`config.mk`:
```
export PLATFORM = sky130hd
export DESIGN_NAME = sysid_info_regs
export DESIGN_NICKNAME = d
export VERILOG_FILES = /design/src/rtl/sysid_pkg.sv /design/src/rtl/sysid_read_pipe.sv /design/src/rtl/sysid_info_regs.sv
export SDC_FILE = /design/constraint.sdc
export NUM_CORES = 1
export LEC_CHECK = 0
export BUFFER_PORTS_ARGS = -buffer_cell sky130_fd_sc_hd__buf_2
export CELL_PAD_IN_SITES_DETAIL_PLACEMENT = 1
export CELL_PAD_IN_SITES_GLOBAL_PLACEMENT = 2
export CORE_MARGIN = 1
export CORE_UTILIZATION = 36
export CTS_BUF_LIST = sky130_fd_sc_hd__clkbuf_2
export CTS_CLUSTER_SIZE = 16
export DETAILED_ROUTE_END_ITERATION = 7
export PLACE_DENSITY_LB_ADDON = 0.1
export SLEW_MARGIN = 40
export SYNTH_ARGS = -nofsm -noshare
export SYNTH_HDL_FRONTEND = slang
export SYNTH_SLANG_ARGS = --single-unit
export TNS_END_PERCENT = 100
```
`constraint.sdc`:
```
create_clock -name clock -period 2.5 [get_ports clock]
set_clock_uncertainty 0.2 [all_clocks]
set_input_delay 0.5 -clock clock [delete_from_list [all_inputs] [get_ports clock]]
set_output_delay 0.5 -clock clock [all_outputs]
set_load 0.01 [all_outputs]
```
`src/rtl/sysid_pkg.sv`:
```
// sysid_pkg: shared constants and types for the system-ID register block.
// Address map, CTRL bit positions and default identity values.
package sysid_pkg;

  localparam logic [2:0] SYSID_ADDR_ID        = 3'd0;
  localparam logic [2:0] SYSID_ADDR_TIMESTAMP = 3'd1;
  localparam logic [2:0] SYSID_ADDR_VERSION   = 3'd2;
  localparam logic [2:0] SYSID_ADDR_SCRATCH   = 3'd3;
  localparam logic [2:0] SYSID_ADDR_UPTIME_LO = 3'd4;
  localparam logic [2:0] SYSID_ADDR_UPTIME_HI = 3'd5;
  localparam logic [2:0] SYSID_ADDR_CTRL      = 3'd6;

  localparam int CTRL_RUN = 0;
  localparam int CTRL_CLR = 1;

  localparam logic [31:0] SYS_ID_DEFAULT  = 32'h5A42_74FE;
  localparam logic [31:0] VERSION_DEFAULT = 32'h0001_0000;

  typedef struct packed {
    logic        valid;
    logic [31:0] data;
  } rd_rsp_t;

  function automatic logic [31:0] be_merge(
    input logic [31:0] old_v,
    input logic [31:0] new_v,
    input logic [3:0]  be
  );
    logic [31:0] r;
    for (int i = 0; i < 4; i++)
      r[i*8 +: 8] = be[i] ? new_v[i*8 +: 8] : old_v[i*8 +: 8];
    return r;
  endfunction

endpackage

```
`src/rtl/sysid_read_pipe.sv`:
```
// sysid_read_pipe: fixed-depth delay line for read responses.
// Depth 0 is a plain wire; all stages clear on reset.
module sysid_read_pipe #(
  parameter int unsigned DEPTH = 0,
  parameter int unsigned W     = 33
) (
  input  logic         clock,
  input  logic         reset_n,
  input  logic [W-1:0] din,
  output logic [W-1:0] dout
);

  generate
    if (DEPTH == 0) begin : g_wire
      assign dout = din;
    end else begin : g_dly
      logic [W-1:0] sr [DEPTH];

      always_ff @(posedge clock or negedge reset_n) begin
        if (!reset_n) begin
          for (int i = 0; i < int'(DEPTH); i++)
            sr[i] <= '0;
        end else begin
          sr[0] <= din;
          for (int i = 1; i < int'(DEPTH); i++)
            sr[i] <= sr[i-1];
        end
      end

      assign dout = sr[DEPTH-1];
    end
  endgenerate

endmodule

```
`src/rtl/sysid_info_regs.sv`:
```
// sysid_info_regs: Avalon-MM system-ID, scratch and uptime registers.
// Read mux is registered once, then delayed to READ_LATENCY.
module sysid_info_regs
  import sysid_pkg::*;
#(
  parameter logic [31:0] SYS_ID       = SYS_ID_DEFAULT,
  parameter logic [31:0] TIMESTAMP    = 32'd0,
  parameter logic [31:0] VERSION      = VERSION_DEFAULT,
  parameter int unsigned READ_LATENCY = 1
) (
  input  logic        clock,
  input  logic        reset_n,
  input  logic [2:0]  address,
  input  logic        read,
  input  logic        write,
  input  logic [3:0]  byteenable,
  input  logic [31:0] writedata,
  output logic [31:0] readdata,
  output logic        readdatavalid
);

  logic [31:0] scratch_q;
  logic        run_q;
  logic [63:0] cnt_q;
  logic [31:0] hi_snap_q;
  logic [31:0] rd_mux;
  logic [31:0] ctrl_rd;
  rd_rsp_t     rsp_d;
  rd_rsp_t     rsp_q;
  rd_rsp_t     rsp_out;

  logic wr_scratch;
  logic wr_ctrl;
  logic clr;
  logic rd_lo;

  assign wr_scratch = write && (address == SYSID_ADDR_SCRATCH);
  assign wr_ctrl    = write && (address == SYSID_ADDR_CTRL)
                    && byteenable[0];
  assign clr        = wr_ctrl && writedata[CTRL_CLR];
  assign rd_lo      = read && (address == SYSID_ADDR_UPTIME_LO);

  always_comb begin
    ctrl_rd = '0;
    ctrl_rd[CTRL_RUN] = run_q;
  end

  always_comb begin
    rd_mux = '0;
    unique case (address)
      SYSID_ADDR_ID:        rd_mux = SYS_ID;
      SYSID_ADDR_TIMESTAMP: rd_mux = TIMESTAMP;
      SYSID_ADDR_VERSION:   rd_mux = VERSION;
      SYSID_ADDR_SCRATCH:   rd_mux = scratch_q;
      SYSID_ADDR_UPTIME_LO: rd_mux = cnt_q[31:0];
      SYSID_ADDR_UPTIME_HI: rd_mux = hi_snap_q;
      SYSID_ADDR_CTRL:      rd_mux = ctrl_rd;
      default:              rd_mux = '0;
    endcase
  end

  always_comb begin
    rsp_d       = '0;
    rsp_d.valid = read;
    rsp_d.data  = read ? rd_mux : '0;
  end

  always_ff @(posedge clock or negedge reset_n) begin
    if (!reset_n) begin
      scratch_q <= '0;
      run_q     <= 1'b1;
      cnt_q     <= '0;
      hi_snap_q <= '0;
      rsp_q     <= '0;
    end else begin
      rsp_q <= rsp_d;
      if (wr_scratch)
        scratch_q <= be_merge(scratch_q, writedata, byteenable);
      if (wr_ctrl)
        run_q <= writedata[CTRL_RUN];
      // clear wins over increment on the same edge
      if (clr)
        cnt_q <= '0;
      else if (run_q)
        cnt_q <= cnt_q + 64'd1;
      if (rd_lo)
        hi_snap_q <= cnt_q[63:32];
    end
  end

  sysid_read_pipe #(
    .DEPTH (READ_LATENCY - 1),
    .W     ($bits(rd_rsp_t))
  ) u_read_pipe (
    .clock   (clock),
    .reset_n (reset_n),
    .din     (rsp_q),
    .dout    (rsp_out)
  );

  assign readdata      = rsp_out.data;
  assign readdatavalid = rsp_out.valid;

endmodule

```
==> summary.txt <==
Pwr
  – Static Leak: a little over 4 nW
  – Cell Pwr Density: around 740 nW/um^2
  – Max IR drop VDD: approximately 0.35 mV

Critical path
  – Crit-path cells: nand4_1 > nor4_2 > nand3_1 > buf_4 > or4_1 > a21oi_1
  – R2r setup slk: 0.09 ns
  – Critical Path RT: roughly 3 ns
  – Worst stage delay on the critical path: 0.48 ns
  – Critical path type: reg -> reg
  – Critical Path Fanout Max: 12
  – CP arrival: 2.89 ns
  – Worst setup EP type: register
  – Critical Path Source Type: register
  – CP max-delay cell: dfrtp_1

Synthesis
  – Ys async rst share: 100%
  – Synth Instances: around 710
  – Mean Syn Cell Area: 10.7 sq um
  – Net count after synthesis: 758
  – Distinct cells, synth: 42
  – Synth warnings: 0
  – Seq/Total Area, Yosys: a little over half
  – Post-synth EDFFs: 0
  – Number of synthesized register bits: around 160
  – Top FF cell, synth: dfrtp_1
  – Cell Area, Synth: 7620 sq um

Global route
  – Tot GR Track Use: around a quarter
  – Pin count of the biggest net entering global routing: 53
  – Number of global-route vias before repair: 6714
  – Initial antenna violation count: 1
  – Grt total ovfl: 0
  – First-pass GRT wire length: about 38000 microns

Clocking
  – Clk root buf: clkbuf_2
  – CTS tree: built
  – Clk buf depth: 2
  – Clk_lat worst skew: 0.74 ns
  – Clk sinks: around 160
  – # H-tree levels: 4
  – Clock slew at reported path FFs: about 0.27 ns
  – Clock buffer count from CTS: 17

Drt
  – Vias: ~6300
  – Mean number of vias per cell: between 5 and 6
  – Post-Route WL: around 24000 microns
  – Pre-antenna DRT Iters: 4
  – Drt drc: 0
  – DRT iter0 DRCs: between 200 and 300
  – Avg WL per Cell: 20.8 microns
  – Post-route ant nets: 0

Placed design
  – Dpl cells: between 1000 and 1500
  – Pre-CTS setup slack: -0.126 ns
  – IO buf count: 75
  – Final GP Congestion: between 0.8 and 0.9
  – Placement Cell Area: 8740 sq um
  – Post-DP HPWL: around 17000 microns

Floorplan
  – Num ports: 76
  – Die X: 147 microns
  – DIE AREA: 21800 sq um
  – Core box area: 20500 sq um
  – Die Y: 147 microns
  – Initial core utilization: 37.2%
  – Site Rows: 52

STA
  – Final min period: between 2 and 2.5 ns
  – Worst Slack Setup Final: ~0.09 ns
  – Final setup fails: 0
  – Slew @ Worst Pin: slightly below 0.7 ns
  – Unrepaired setup endpoints after global routing: true
  – Slew headroom: between 50% and 60%
  – Fin crit share: 96.4%
  – Final hold violation count: 0
  – Max Clock Freq: 415 MHz
  – Fin Hold WS: 0.0802 ns
  – Slew Viols, Final: 0

Final layout
  – Ratio of cells with drive above 1 in the final layout: a little under a third
  – Fill cell count: approximately 2300
  – P&R area growth vs syn: 23.8%
  – Final Instance Area: around 9400 sq um
  – Nets@finish: just over 900
  – Non-filler instance count after layout: approximately 1200

Worst hold path
  – Hold crit path type: in -> reg

Status
  – Status: complete, no violations

Job
  – Max-cap check violation count: 0
flip-flops by register name (all words and copies together), names as in the netlist:
signal / count
hi_snap_q: 32
cnt_q: 64
run_q: 1
rsp_q: 33
scratch_q: 32
through the flow:
step                      TNS [ns]  power, mW  util (%)
after CTS                        0       7.03      45.8
final                            0       6.97      46.0
after detailed placement    -0.208       5.50      42.6
after floorplan                  0       4.68         -
after global routing       -0.0202       7.41      46.0
after global placement      -0.160       5.42      42.6
critical path, delay by kind of cell (launching register included):
kind                   cells  cell delay, ns
AOI/OAI and AO/OA          1            0.16
buffers and inverters      1            0.20
DFF                        1            0.48
and+or+nand+nor            4            1.33
logic make-up after synthesis:
kind of cell               synth area share, %
AOI/OAI and AO/OA                         9.93
muxes                                     11.9
xor gates and xnor gates                  4.25
DFF                                       53.2
buffers and inverters                     2.27
and+or+nand+nor                           18.3
adders and majority gates                0.164
cells in the mapped netlist (all sizes together), types with 22 or more instances:
| master | count | share of area [%] |
|---|---|---|
| o21ai | 22 | 1.4 |
| a21oi | 56 | 3.7 |
| clkbuf | 25 | 1.2 |
| mux2 | 66 | 9.8 |
| xor2 | 27 | 3.1 |
| nor2 | 95 | 4.7 |
| nand3 | 22 | 1.4 |
| nand4 | 38 | 3.8 |
| dfrtp | 161 | 53 |
| nand2 | 36 | 1.8 |
area by class of cell:
class,instances,area [sq um],share of cell area [%]
Antenna cell,2,5.00,0.0531
Clock buffer,17,85.1,0.902
Clock inverter,15,146,1.55
Inverter,8,30.0,0.318
Multi-Input combinational cell,508,3440,36.5
Sequential cell,162,4070,43.1
Tap cell,270,338,3.58
Timing Repair Buffer,179,1320,14.0
per-layer routing:
layer  vias up  track usage (%)  wire [microns]  part of all wire (%)
li1       2901                -               -                     -
met1      3219             32.7           11600                    48
met2       125             37.0           11300                    47
met3        18             4.23             847                   3.5
met4         0             5.98             330                   1.4
met5         -                0               0                     0
what timing repair did:
action | 4_1_cts | 5_1_grt
pin swaps | 1 | 0
setup endpoints to repair | 10 | 14
hold buffers | 39 | 0
resized for setup | 1 | 17
endpoints found under the hold margin | 203 | 0
setup buffers | 1 | 0
power by group:
group / total, mW / switching (mW) / internal [mW]
logic: 1.62 / 0.820 / 0.798
clock network: 1.45 / 1.05 / 0.395
registers: 3.91 / 0.679 / 3.23
layout by cell type (no fill, tap or decap), types with 3 or more instances in the layout:
| cell type | Yosys | final |
|---|---|---|
| and3_1 | 7 | 6 |
| or3_1 | 17 | 17 |
| buf_2 | 6 | 74 |
| clkbuf_2 | 0 | 17 |
| o21ai_0 | 22 | 21 |
| a21oi_1 | 56 | 56 |
| nor4_2 | 2 | 4 |
| dlygate4sd3_1 | 0 | 39 |
| nor2_1 | 95 | 94 |
| nand4_1 | 32 | 32 |
| buf_12 | 0 | 4 |
| dfrtp_1 | 161 | 152 |
| xnor2_1 | 10 | 10 |
| buf_4 | 0 | 59 |
| or4_1 | 9 | 9 |
| nand2_1 | 36 | 35 |
| o31ai_1 | 8 | 8 |
| o22a_1 | 17 | 17 |
| inv_1 | 7 | 7 |
| a22oi_1 | 17 | 17 |
| and2_1 | 3 | 3 |
| nand3_1 | 22 | 21 |
| mux2_2 | 66 | 66 |
| xor2_1 | 27 | 27 |
| nor4_1 | 13 | 10 |
| dfrtp_2 | 0 | 9 |
| mux2i_1 | 16 | 16 |
| nor3_1 | 12 | 11 |
| nand4_2 | 4 | 4 |
| buf_6 | 0 | 3 |
| inv_6 | 0 | 7 |
final timing paths:
path	end	from	cells after the start
min reg2reg	hi_snap_q[15]$_DFFE_PN0P_	hi_snap_q[15]$_DFFE_PN0P_	1
max	cnt_q[44]$_DFFE_PN0P_	cnt_q[24]$_DFFE_PN0P_	6
max reg2reg	cnt_q[44]$_DFFE_PN0P_	cnt_q[24]$_DFFE_PN0P_	6
min	rsp_q[0]$_DFF_PN0_	address[0]	5
max in group asynchronous	rsp_q[0]$_DFF_PN0_	reset_n	4
min in group asynchronous	scratch_q[7]$_DFFE_PN0P_	reset_n	3
No activity file was read; power rests on OpenSTA's default activity.
